[src/rtl/lc3_execute.sv]
// LC-3 execute stage: operand forwarding, ALU, address generation and
// writeback control, registered for the memory/writeback stage.
module lc3_execute #(
  parameter int WIDTH = 16
) (
  input  logic             clk,
  input  logic             rst,
  input  logic             enable_execute,
  input  logic             flush,
  input  logic [WIDTH-1:0] IR,
  input  logic [WIDTH-1:0] npc_in,
  input  logic [WIDTH-1:0] VSR1,
  input  logic [WIDTH-1:0] VSR2,
  input  logic             wb_en,
  input  logic [2:0]       wb_dr,
  input  logic [WIDTH-1:0] wb_data,
  output logic [2:0]       sr1,
  output logic [2:0]       sr2,
  output logic [WIDTH-1:0] aluout,
  output logic [WIDTH-1:0] pcout,
  output logic [WIDTH-1:0] M_Data,
  output logic [2:0]       dr,
  output logic [1:0]       W_Control,
  output logic             reg_we,
  output logic [1:0]       mem_op,
  output logic             br_taken_req,
  output logic             illegal,
  output logic             valid_out
);

  localparam logic [3:0] OP_BR  = 4'b0000;
  localparam logic [3:0] OP_ADD = 4'b0001;
  localparam logic [3:0] OP_LD  = 4'b0010;
  localparam logic [3:0] OP_ST  = 4'b0011;
  localparam logic [3:0] OP_AND = 4'b0101;
  localparam logic [3:0] OP_LDR = 4'b0110;
  localparam logic [3:0] OP_STR = 4'b0111;
  localparam logic [3:0] OP_NOT = 4'b1001;
  localparam logic [3:0] OP_LDI = 4'b1010;
  localparam logic [3:0] OP_STI = 4'b1011;
  localparam logic [3:0] OP_JMP = 4'b1100;
  localparam logic [3:0] OP_LEA = 4'b1110;

  logic [3:0]       op;
  logic             st_op;
  logic [WIDTH-1:0] opa;
  logic [WIDTH-1:0] opb;
  logic [WIDTH-1:0] imm5;
  logic [WIDTH-1:0] off6;
  logic [WIDTH-1:0] off9;
  logic [WIDTH-1:0] alu_b;
  logic [WIDTH-1:0] pc_rel;
  logic [WIDTH-1:0] base_rel;

  assign op    = IR[15:12];
  assign st_op = (op == OP_ST) || (op == OP_STR) || (op == OP_STI);
  assign sr1   = IR[8:6];
  assign sr2   = st_op ? IR[11:9] : IR[2:0];

  // Same-edge register-file writes are not yet visible on VSR1/VSR2
  assign opa = (wb_en && wb_dr == sr1) ? wb_data : VSR1;
  assign opb = (wb_en && wb_dr == sr2) ? wb_data : VSR2;

  assign imm5     = {{(WIDTH-5){IR[4]}}, IR[4:0]};
  assign off6     = {{(WIDTH-6){IR[5]}}, IR[5:0]};
  assign off9     = {{(WIDTH-9){IR[8]}}, IR[8:0]};
  assign alu_b    = IR[5] ? imm5 : opb;
  assign pc_rel   = npc_in + off9;
  assign base_rel = opa + off6;

  always_ff @(posedge clk) begin
    if (rst) begin
      aluout       <= '0;
      pcout        <= '0;
      M_Data       <= '0;
      dr           <= '0;
      W_Control    <= '0;
      reg_we       <= 1'b0;
      mem_op       <= '0;
      br_taken_req <= 1'b0;
      illegal      <= 1'b0;
      valid_out    <= 1'b0;
    end else if (flush) begin
      valid_out    <= 1'b0;
      reg_we       <= 1'b0;
      mem_op       <= '0;
      br_taken_req <= 1'b0;
      illegal      <= 1'b0;
    end else if (enable_execute) begin
      valid_out    <= 1'b1;
      dr           <= IR[11:9];
      reg_we       <= 1'b0;
      mem_op       <= '0;
      br_taken_req <= 1'b0;
      illegal      <= 1'b0;
      unique case (op)
        OP_ADD: begin
          aluout    <= opa + alu_b;
          reg_we    <= 1'b1;
          W_Control <= 2'd0;
        end
        OP_AND: begin
          aluout    <= opa & alu_b;
          reg_we    <= 1'b1;
          W_Control <= 2'd0;
        end
        OP_NOT: begin
          aluout    <= ~opa;
          reg_we    <= 1'b1;
          W_Control <= 2'd0;
        end
        OP_BR: begin
          pcout        <= pc_rel;
          br_taken_req <= 1'b1;
        end
        OP_JMP: begin
          pcout        <= opa;
          br_taken_req <= 1'b1;
        end
        OP_LD, OP_LDI: begin
          pcout     <= pc_rel;
          mem_op    <= (op == OP_LD) ? 2'd1 : 2'd3;
          reg_we    <= 1'b1;
          W_Control <= 2'd1;
        end
        OP_LDR: begin
          pcout     <= base_rel;
          mem_op    <= 2'd1;
          reg_we    <= 1'b1;
          W_Control <= 2'd1;
        end
        OP_ST, OP_STI: begin
          pcout  <= pc_rel;
          M_Data <= opb;
          mem_op <= (op == OP_ST) ? 2'd2 : 2'd3;
        end
        OP_STR: begin
          pcout  <= base_rel;
          M_Data <= opb;
          mem_op <= 2'd2;
        end
        OP_LEA: begin
          pcout     <= pc_rel;
          reg_we    <= 1'b1;
          W_Control <= 2'd2;
        end
        default: illegal <= 1'b1;
      endcase
    end else begin
      valid_out <= 1'b0;
    end
  end

endmodule

[config.mk]
export PLATFORM = sky130hd
export DESIGN_NAME = lc3_execute
export DESIGN_NICKNAME = d
export VERILOG_FILES = /design/src/rtl/lc3_execute.sv
export SDC_FILE = /design/constraint.sdc
export NUM_CORES = 1
export LEC_CHECK = 0
export CORE_MARGIN = 8
export CORE_UTILIZATION = 37
export DETAILED_ROUTE_END_ITERATION = 6
export GPL_ROUTABILITY_DRIVEN = 0
export PLACE_DENSITY_LB_ADDON = 0.05
export SYNTH_ARGS = -nofsm -noshare
export SYNTH_HDL_FRONTEND = slang
export SYNTH_SLANG_ARGS = --single-unit
[constraint.sdc]
create_clock -name clk -period 6.65 [get_ports clk]
set_input_delay 1.33 -clock clk [delete_from_list [all_inputs] [get_ports clk]]
set_output_delay 1.33 -clock clk [all_outputs]
set_load 0.02 [all_outputs]
Yosys cells after proc, flatten, opt, wreduce, memory -nomap -nowiden
Cells that the tools add are included.
{ "totals": {"regBits": 59, "input_bits": 88, "out_inout_bits": 65, "elab_cells": 67} }
{ "classes": {"add_sub_neg": 3, "n_eq_ne": 13, "muxes": 14, "bitwise_logic": 3, "reduce_logical": 24} }
{ "op_table": {"columns": ["op", "n"], "rows": [
  ["16-bit one-hot mux with 3 select lines", 2],
  ["16-bit adder", 3],
  ["16-bit two-way mux", 3],
  ["4-bit == test, second input constant", 5],
  ["16-bit AND", 1],
  ["16-bit inverter", 1],
  ["4-bit by 3-bit == test with 1-bit output, second input constant", 3],
  ["3-bit AND reduction", 4],
  ["12-bit OR reduction", 1],
  ["2-bit OR reduction", 5],
  ["3-bit nonzero test", 3],
  ["3-bit OR reduction", 3],
  ["4-bit by 2-bit == test with 1-bit output, second input constant", 2],
  ["2-bit one-hot mux with 4 select lines", 1],
  ["7-bit OR reduction", 1],
  ["3-bit == test", 2],
  ["2-bit one-hot mux with 3 select lines", 1],
  ["6-bit OR reduction", 1],
  ["1-bit two-way mux", 5],
  ["4-bit by 1-bit == test with 1-bit output, second input constant", 1],
  ["4-bit logical NOT", 1],
  ["3-bit two-way mux", 1],
  ["1-bit logical AND", 2],
  ["1-bit logical OR", 2],
  ["3 further kinds", 3]
]} }

Depth between registers and ports, before layout
Gate-level depths: netlist of the first run.
{ "logic_depth": {"ltp_word": 10, "depth_mapped": 20, "depth_no_buf": 18} }

Worst setup path after synthesis of the first run
Ideal clock, no wire load.
{ "synth_timing": {"kind": "input to register", "from": "input IR[14]", "to": "register aluout[14]", "setup_ns": 0.129, "arrival_time_ns": 4.990, "t_required_ns": 6.521, "slack_ns": 1.530, "path_stages": 20, "n_path_buf": 2, "cell_sequence": "buf_6 nand2_4 and3_4 mux2_4 xnor2_1 and4_1 buf_6 mux2_2 mux2_2 ha_1 inv_1 fa_1 nor2b_1 o31a_1 o211ai_1 a21oi_1 o31ai_1 o21a_1 mux2i_1 o31ai_1"} }
{ "synth_between": {"elab_chain_cells": 10, "word_cells_on_any_way": 18, "cone_classes": "add/sub (1); eq/ne (7); mux (4); bitwise (1); reduce/logical (5)"} }
{ "synth_lines": {"columns": ["element", "line", "text"], "rows": [
  ["from (decl)", "10", "input logic [WIDTH-1:0] IR,"],
  ["4-bit by 2-bit == test with 1-bit output or 4-bit by 3-bit == test with 1-bit output (tied branches)", "56", "assign st_op = (op == OP_ST) || (op == OP_STR) || (op == OP_STI);"],
  ["1-bit logical OR", "56", null],
  ["1-bit logical OR *", "56", null],
  ["3-bit two-way mux *", "58", "assign sr2 = st_op ? IR[11:9] : IR[2:0];"],
  ["net sr2[1]", "18", "output logic [2:0] sr2,"],
  ["3-bit == test *", "62", "assign opb = (wb_en && wb_dr == sr2) ? wb_data : VSR2;"],
  ["1-bit logical AND *", "62", null],
  ["16-bit two-way mux *", "62", null],
  ["16-bit two-way mux *", "67", "assign alu_b = IR[5] ? imm5 : opb;"],
  ["16-bit adder or 16-bit AND (tied branches)", "98, 103", null],
  ["16-bit one-hot mux with 3 select lines *", "96", "unique case (op)"],
  ["to (signal assigned)", "98", "aluout <= opa + alu_b;"],
  ["to (signal assigned)", "103", "aluout <= opa & alu_b;"],
  ["to (signal assigned)", "108", "aluout <= ~opa;"],
  ["to (decl)", "19", "output logic [WIDTH-1:0] aluout,"]
]} }
The timed path passes the listed nets; every way through them passes the cells marked *.
A chain may end at the register's enable or synchronous reset.

Worst setup path after layout of the first run
{ "layout_timing": {"from": "input IR[15]", "to": "register aluout[14]"} }
{ "layout_between": {"elab_chain_cells": 10, "word_cells_on_any_way": 18, "cone_classes": "add/sub (1); eq/ne (7); mux (4); bitwise (1); reduce/logical (5)"} }
{ "layout_lines": {"columns": ["element", "line"], "rows": [
  ["4-bit by 2-bit == test with 1-bit output or 4-bit by 3-bit == test with 1-bit output (tied branches)", "56"],
  ["1-bit logical OR (2 in series)", "56"],
  ["3-bit two-way mux", "58"],
  ["3-bit == test", "62"],
  ["1-bit logical AND", "62"],
  ["16-bit two-way mux", "62"],
  ["16-bit two-way mux", "67"],
  ["16-bit adder or 16-bit AND (tied branches)", "98, 103"],
  ["16-bit one-hot mux with 3 select lines", "96"]
]} }
Several ways; a longest one is shown, not always the timed one.

==> results of run 1 <==
-- worst max-delay path, delay by kind of cell --
family / cells / cell delay [ns]
compound gates: 6 / 1.31
fa+ha+maj: 2 / 0.42
xor+xnor: 1 / 0.13
mux: 4 / 1.14
simple gates: 4 / 0.78
buf+inv: 2 / 0.83
-- flip-flops by register name, summed over array words and instances (netlist names) --
register / cells
M_Data: 16
W_Control: 2
aluout: 16
br_taken_req: 1
dr: 3
illegal: 1
mem_op: 2
pcout: 16
reg_we: 1
valid_out: 1
-- worst paths after layout --
| kind | from | to | slack [ns] |
|---|---|---|---|
| setup reg to reg | aluout[14]$_SDFFE_PP0P_ | aluout[14]$_SDFFE_PP0P_ | 5.67 |
| hold / removal | dr[0]$_SDFFE_PP0P_ | dr[0]$_SDFFE_PP0P_ | 0.46 |
| setup / recovery | IR[15] | aluout[14]$_SDFFE_PP0P_ | 0.89 |
| hold reg to reg | dr[0]$_SDFFE_PP0P_ | dr[0]$_SDFFE_PP0P_ | 0.46 |
-- through the flow --
stage / utilization / cells / cell area (um^2) / setup WS [ns]
after global routing: 0.512 / 1016 / 7330 / 0.560
after CTS: 0.512 / 1016 / 7330 / 0.918
final: 0.512 / 1016 / 7330 / 0.890
after global placement: 0.490 / 1000 / 7020 / 0.646
after detailed placement: 0.490 / 1000 / 7020 / 0.569
after floorplan: - / 685 / 5340 / 1.53
-- cell usage after synthesis (3+ instances only) --
master    number
nor2_1        90
a21oi_1       73
dfxtp_1       59
ha_1          46
o21ai_0       39
nor3_1        36
mux2i_1       34
inv_1         31
nand2_1       31
xnor2_1       28
a211oi_1      22
clkbuf_1      21
a221o_1       14
mux2_2        11
nand3_1       11
xor2_1         9
nor2b_1        8
o21a_1         8
a31oi_1        7
nand2b_1       7
or3_1          7
a21o_1         6
a221oi_1       6
o211ai_1       6
o31ai_1        5
buf_2          4
o221ai_1       4
a311oi_1       3
and2_1         3
and3_1         3
buf_1          3
buf_4          3
fa_1           3
mux2_4         3
nor4_1         3
o21bai_1       3
-- power groups by stage --
stage          Sequential (mW)  Clock (mW)  Combinational (mW)
2_1_floorplan            0.402           0               0.311
3_3_place_gp             0.385           0               0.492
3_5_place_dp             0.385           0               0.499
4_1_cts                  0.378       0.505               0.502
5_1_grt                  0.380       0.522               0.555
6_report                 0.378       0.502               0.505
-- cells in the final DEF, fill, tap and decap left out, types with 4 or more instances in the layout --
| cell | Yosys | final |
|---|---|---|
| xnor2_1 | 28 | 28 |
| ha_1 | 46 | 46 |
| nor2_1 | 90 | 90 |
| o31ai_1 | 5 | 5 |
| a21o_1 | 6 | 6 |
| a221o_1 | 14 | 14 |
| mux2_2 | 11 | 11 |
| a221oi_1 | 6 | 6 |
| clkdlybuf4s50_1 | 0 | 151 |
| clkbuf_16 | 0 | 9 |
| o221ai_1 | 4 | 4 |
| nand2_1 | 31 | 31 |
| dfxtp_1 | 59 | 59 |
| nor3_1 | 36 | 36 |
| a21oi_1 | 73 | 73 |
| xor2_1 | 9 | 9 |
| nand2b_1 | 7 | 7 |
| or3_1 | 7 | 7 |
| inv_1 | 31 | 31 |
| o21a_1 | 8 | 8 |
| nor2b_1 | 8 | 8 |
| buf_4 | 3 | 14 |
| mux2i_1 | 34 | 34 |
| a31oi_1 | 7 | 7 |
| nand3_1 | 11 | 11 |
| o211ai_1 | 6 | 6 |
| a211oi_1 | 22 | 22 |
| o21ai_0 | 39 | 39 |
-- cell type report --
class | instances | area, um^2
clock buffer | 12 | 267
clock inverter | 4 | 47.5
multi-input combinational | 558 | 3860
timing repair buffer | 166 | 1620
inverter | 33 | 124
sequential | 59 | 1180
fill | 1403 | 6980
tap | 184 | 230
-- routing by layer --
metal	vias to the layer above	share of wire	track usage	wire, um
li1	2812	-	-	-
met2	216	0.44	0.311	8080
met5	-	0	0	0
met3	21	0.070	0.0355	1300
met1	2585	0.48	0.259	8770
met4	0	0.016	0.0677	297
-- cell families after synthesis --
logic type | Yosys count | synth area share
fa+ha+maj | 49 | 0.119
flops | 59 | 0.221
buf+inv | 68 | 0.0569
compound gates | 216 | 0.264
simple gates | 207 | 0.179
mux | 49 | 0.0995
xor+xnor | 37 | 0.0606
==> flow_summary.yaml, run 1 <==
outcome:
  status: "finished, final reports clean"
synthesis:
  synth_area_leaders: "dfxtp_1 (22%), ha_1 (11%), a21oi_1 (6.8%), mux2i_1 (6.4%), nor2_1 (6.3%)"
  yosysSeqAreaShare: 0.221
  synth_cell_type_count: 62
  ys.flop_type: "dfxtp_1"
  netlist_instances: 685
  yosysWarnings: 0
  async_flop_share: 0
  netlist_area_um2: 5340
  synth_edf_count: 0
  post-synth-top-area-fraction: 0.221
  ys_seq_elements: 59
  synth_nets: 822
  avgSynthCellArea_um2: 7.80
  synth_top_area_cell: "dfxtp_1"
cells_and_area:
  nets: 964
  drive_gt1_frac: 0.0649
  diodes: 0
  areaGrowthSynthToFinish_pct: 37.2
drt:
  drtIter0Drc: 407
  drc_errors: 0
  wl_per_cell_um: 18.2
  via_count: 5634
  dr.pass1.iters: 5
  ant_nets: 0
  routed_via_density: 5.55
  drt-total-wl_mm: 18.5
worst_setup_path:
  crit_required_ns: 6.85
  crit_path_max_incr_delay_ns: 0.75
  slowest_stage: "clkdlybuf4s50_1"
  critPathArrivalTime_ns: 5.96
  crit_type: "in -> reg"
  r2r.worst_path.cells: 4
  cp-start-kind: "input pin"
  cp-end-kind: "register"
  crit_fanout: 12
  crit_chain: "clkdlybuf4s50_1 -> nand2_4 -> and3_4 -> mux2_4 -> xnor2_1 -> and4_1 -> mux2_2 -> mux2_2 -> ha_1 -> inv_1 -> fa_1 -> nor2b_1 -> o31a_1 -> o211ai_1 -> a21oi_1 -> o31ai_1 -> o21a_1 -> mux2i_1 -> o31ai_1"
power_and_ir_drop:
  ir_drop_mv: 0.117
  total_power_mw: 1.38
  seq_power_share: 0.273
  switching_share: 0.334
  p_leak_nw: 2.90
  combPwrFrac: 0.365
  p_int_uw: 921
  power_frac_clock: 0.362
  switchingPower_uw: 463
  power_density_nw_per_um2: 189
global_routing:
  grt_pass1_vias: 5531
  grt_antenna_before_repair: 0
  grt_pass1_wl_mm: 28.7
  grt_usage: 0.195
  grt.overflow.total: 0
  grt_max_degree: 62
floorplanning:
  fp.dieH_um: 136
  fp.coreArea_um2: 14300
  start_util: 0.373
  io_pins: 153
  std_cell_rows: 44
  die-area_um2: 18500
  die_width_um: 136
sta:
  drv_slew: 0
  tightest_slew_ns: 1.08
  final.setup.tns_ns: 0
  fin_crit_ns: 5.76
  finalHoldViolations: 0
  finalSetupViolations: 0
  finalCritPeriodShare: 0.866
  relSlewSlack: 0.283
  timing.hold.ws_ns: 0.457
  rsz0062_at_grt: "false"
  fin_skew_ns: 0
  max_freq_mhz: 174
place:
  hpwl_mm: 14.4
  port_buffers: 152
clocking:
  cts_tree: "yes"
  cts_resized: 0
  clock_path_buffers: 2
  cts_setup_buffers: 0
  clkLatencyLatePin_ns: 0.34
  clock_sink_count: 59
  h-tree-depth: 3
  hold_buffers: 0
  root_buffer: "clkbuf_16"
  cts.clk_slew.worst_paths_ns: 0.06
  numCtsBuffers: 9
min_path:
  whs_path_depth: 2
  worstHoldPathType: "reg -> reg"
job:
  maxCapViolCount: 0
Note: power is estimated with default switching activity, not from simulation.
==> inputs of run 2 (changes only) <==
--- a/config.mk
+++ b/config.mk
@@ -5,6 +5,7 @@
 export SDC_FILE = /design/constraint.sdc
 export NUM_CORES = 1
 export LEC_CHECK = 0
+export ABC_AREA = 1
 export CORE_MARGIN = 8
 export CORE_UTILIZATION = 37
 export DETAILED_ROUTE_END_ITERATION = 6
==> run 2 against run 1 <==
Register-to-register slack better by 0.26 ns; utilization down 2.0 points; clock-buffer cell count down 1; die area up 13%; largest cell class unchanged; synthesized cell count up 50%; worst setup slack better by 0.79 ns; highest routed layer unchanged; critical path depth up 3; clock power down 2%.
==> flow_summary.yaml, run 2 <==
outcome:
  status: "finished, final reports clean"
drt:
  dr.pass1.iters: 5
  drc_errors: 0
  ant_nets: 0
  via_count: 7025
  drt-total-wl_mm: 22.0
  wl_per_cell_um: 15.9
  drtIter0Drc: 477
  routed_via_density: 5.08
power_and_ir_drop:
  total_power_mw: 1.43
  combPwrFrac: 0.392
  power_frac_clock: 0.345
  switching_share: 0.373
  power_density_nw_per_um2: 177
  p_leak_nw: 3.99
  ir_drop_mv: 0.116
  switchingPower_uw: 533
  p_int_uw: 895
  seq_power_share: 0.264
sta:
  finalCritPeriodShare: 0.747
  fin_crit_ns: 4.97
  finalSetupViolations: 0
  tightest_slew_ns: 0.806
  relSlewSlack: 0.461
  timing.hold.ws_ns: 0.483
  max_freq_mhz: 201
  rsz0062_at_grt: "false"
  drv_slew: 0
  final.setup.tns_ns: 0
  fin_skew_ns: 0
  finalHoldViolations: 0
  fin_ws_ns: 1.68
synthesis:
  synth_nets: 1164
  netlist_instances: 1027
  yosysWarnings: 0
  synth_area_leaders: "dfxtp_1 (19%), nand2_1 (16%), ha_1 (9.4%), nand3_1 (9.3%), inv_1 (8.0%)"
  synthTopCellsByCount: "nand2_1 (268), inv_1 (130), nand3_1 (114), nor2_1 (90), a21oi_1 (86)"
  avgSynthCellArea_um2: 5.97
  synth.most_common_cell: "nand2_1"
  synth_top_area_cell: "dfxtp_1"
  post-synth-top-area-fraction: 0.193
  async_flop_share: 0
  synth_cell_type_count: 44
  yosysSeqAreaShare: 0.193
  ys.flop_type: "dfxtp_1"
  ys_seq_elements: 59
  synth_edf_count: 0
  netlist_area_um2: 6130
min_path:
  whs_endpoint: "reg_we$_SDFFE_PP0P_"
  whs_path_depth: 2
  hold_start: "reg_we$_SDFFE_PP0P_"
  worstHoldPathType: "reg -> reg"
worst_setup_path:
  r2r_slack_ns: 5.93
  crit_chain: "clkdlybuf4s50_1 -> nand2_1 -> inv_2 -> nand2_4 -> inv_2 -> nand2_2 -> nand2_2 -> nor2_1 -> nor2_4 -> nand3_1 -> a31oi_1 -> ha_1 -> inv_1 -> fa_1 -> o21ai_0 -> nand2_1 -> nand2_1 -> nand2_1 -> nand2_1 -> or2_2 -> nand3_1 -> a21oi_1"
  crit_required_ns: 6.92
  crit_top_cell: "nand2_1"
  cp_top_family: "simple AND/OR/NAND/NOR gates"
  crit_type: "in -> reg"
  r2r-start: "aluout[6]$_SDFFE_PP0P_"
  cp-start-kind: "input pin"
  crit_path_max_incr_delay_ns: 0.63
  critPathArrivalTime_ns: 5.24
  worstReg2RegEnd: "aluout[6]$_SDFFE_PP0P_"
  cp-end-kind: "register"
  r2r.worst_path.cells: 4
  crit_fanout: 17
  slowest_stage: "clkdlybuf4s50_1"
  timing.critical_path.buf_inv: 4
global_routing:
  grt_pass1_wl_mm: 34.4
  grt_pass1_vias: 6603
  grt_max_degree: 33
  grt_antenna_before_repair: 0
  grt_usage: 0.213
  grt.overflow.total: 0
place:
  hpwl_mm: 17.5
  dp_slack_ns: 1.37
  post_dp_cell_area_um2: 7770
  placedCellCount: 1369
  port_buffers: 152
cells_and_area:
  diodes: 0
  instances_no_fill: 1384
  final_common_cell: "nand2_1"
  drive_gt1_frac: 0.0610
  design_area_um2: 8070
  top_regs: "M_Data: 16 flops, aluout: 16 flops, pcout: 16 flops"
  final_cell_mix: "nand2_1 (268), clkdlybuf4s50_1 (152), inv_1 (130)"
  areaGrowthSynthToFinish_pct: 31.7
  multiInputGateArea_um2: 4260
  nets: 1297
  nFillCells: 1744
  final_util: 0.492
  seq_area_um2: 1180
clocking:
  cts_resized: 0
  root_buffer: "clkbuf_16"
  clock_path_buffers: 2
  cts_tree: "yes"
  cts.clk_slew.worst_paths_ns: 0.06
  clock_sink_count: 59
  cts_setup_buffers: 0
  numCtsBuffers: 9
  hold_buffers: 0
  h-tree-depth: 3
  clkLatencyLatePin_ns: 0.35
floorplanning:
  std_cell_rows: 47
  io_pins: 153
  start_util: 0.374
  die-area_um2: 20900
  die_width_um: 145
  fp.dieH_um: 145
  fp.coreArea_um2: 16400
job:
  maxCapViolCount: 0
[run 2: cell count changes after synthesis, moves of 27 or more]
cell     previous run  this run
inv_1              31       130
xnor2_1            28         1
nand2_1            31       268
nor3_1             36         2
nand3_1            11       114
mux2i_1            34         0
[run 2: kinds of logic after synthesis]
logic type,synth area share
buffers and inverters,0.113
AO/OA/AOI/OAI,0.188
flip-flops,0.193
XOR/XNOR,0.00429
AND/OR/NAND/NOR,0.398
adder cells (fa/ha/maj),0.104
[run 2: tightest hold or removal path, cell delays in order (launching register included)]
cell	delay, ns
dfxtp_1	0.32
nand3_1	0.08
nand2_1	0.05
[run 2: worst max-delay path by stage]
stage               startpoint                       to  slack, ns  depth (start not counted)
finish                  IR[13]  aluout[10]$_SDFFE_PP0P_       1.68                         22
global route            IR[13]  aluout[10]$_SDFFE_PP0P_       1.23                         22
CTS                     IR[13]  aluout[10]$_SDFFE_PP0P_       1.72                         22
detailed placement      IR[13]  aluout[10]$_SDFFE_PP0P_       1.37                         22
global placement        IR[13]  aluout[10]$_SDFFE_PP0P_       1.45                         22
floorplan               IR[13]   aluout[8]$_SDFFE_PP0P_       2.46                         25
[run 2: power by group through the flow]
stage | logic [mW] | registers [mW] | clock network (mW)
after floorplan | 0.350 | 0.401 | 0
after global placement | 0.552 | 0.384 | 0
after detailed placement | 0.553 | 0.384 | 0
after CTS | 0.556 | 0.377 | 0.505
after global routing | 0.625 | 0.378 | 0.520
final | 0.559 | 0.377 | 0.492
[run 2: layout make-up]
type,count,area share
multi-input cells,799,0.527
flip-flops and latches,59,0.146
inverters,136,0.0633
repair buffers,155,0.191
clock inverters,4,0.00620
clock buffers,11,0.0313
well taps,220,0.0341
[run 2: per-layer routing]
layer  part of all wire  GRT usage  vias up  routed length, um
li1                   -          -     3657                  -
met1               0.45      0.269     3136               9870
met2               0.47      0.353      206              10300
met3              0.069     0.0495       26               1520
met4              0.014     0.0641        0                317
met5                  0          0        -                  0
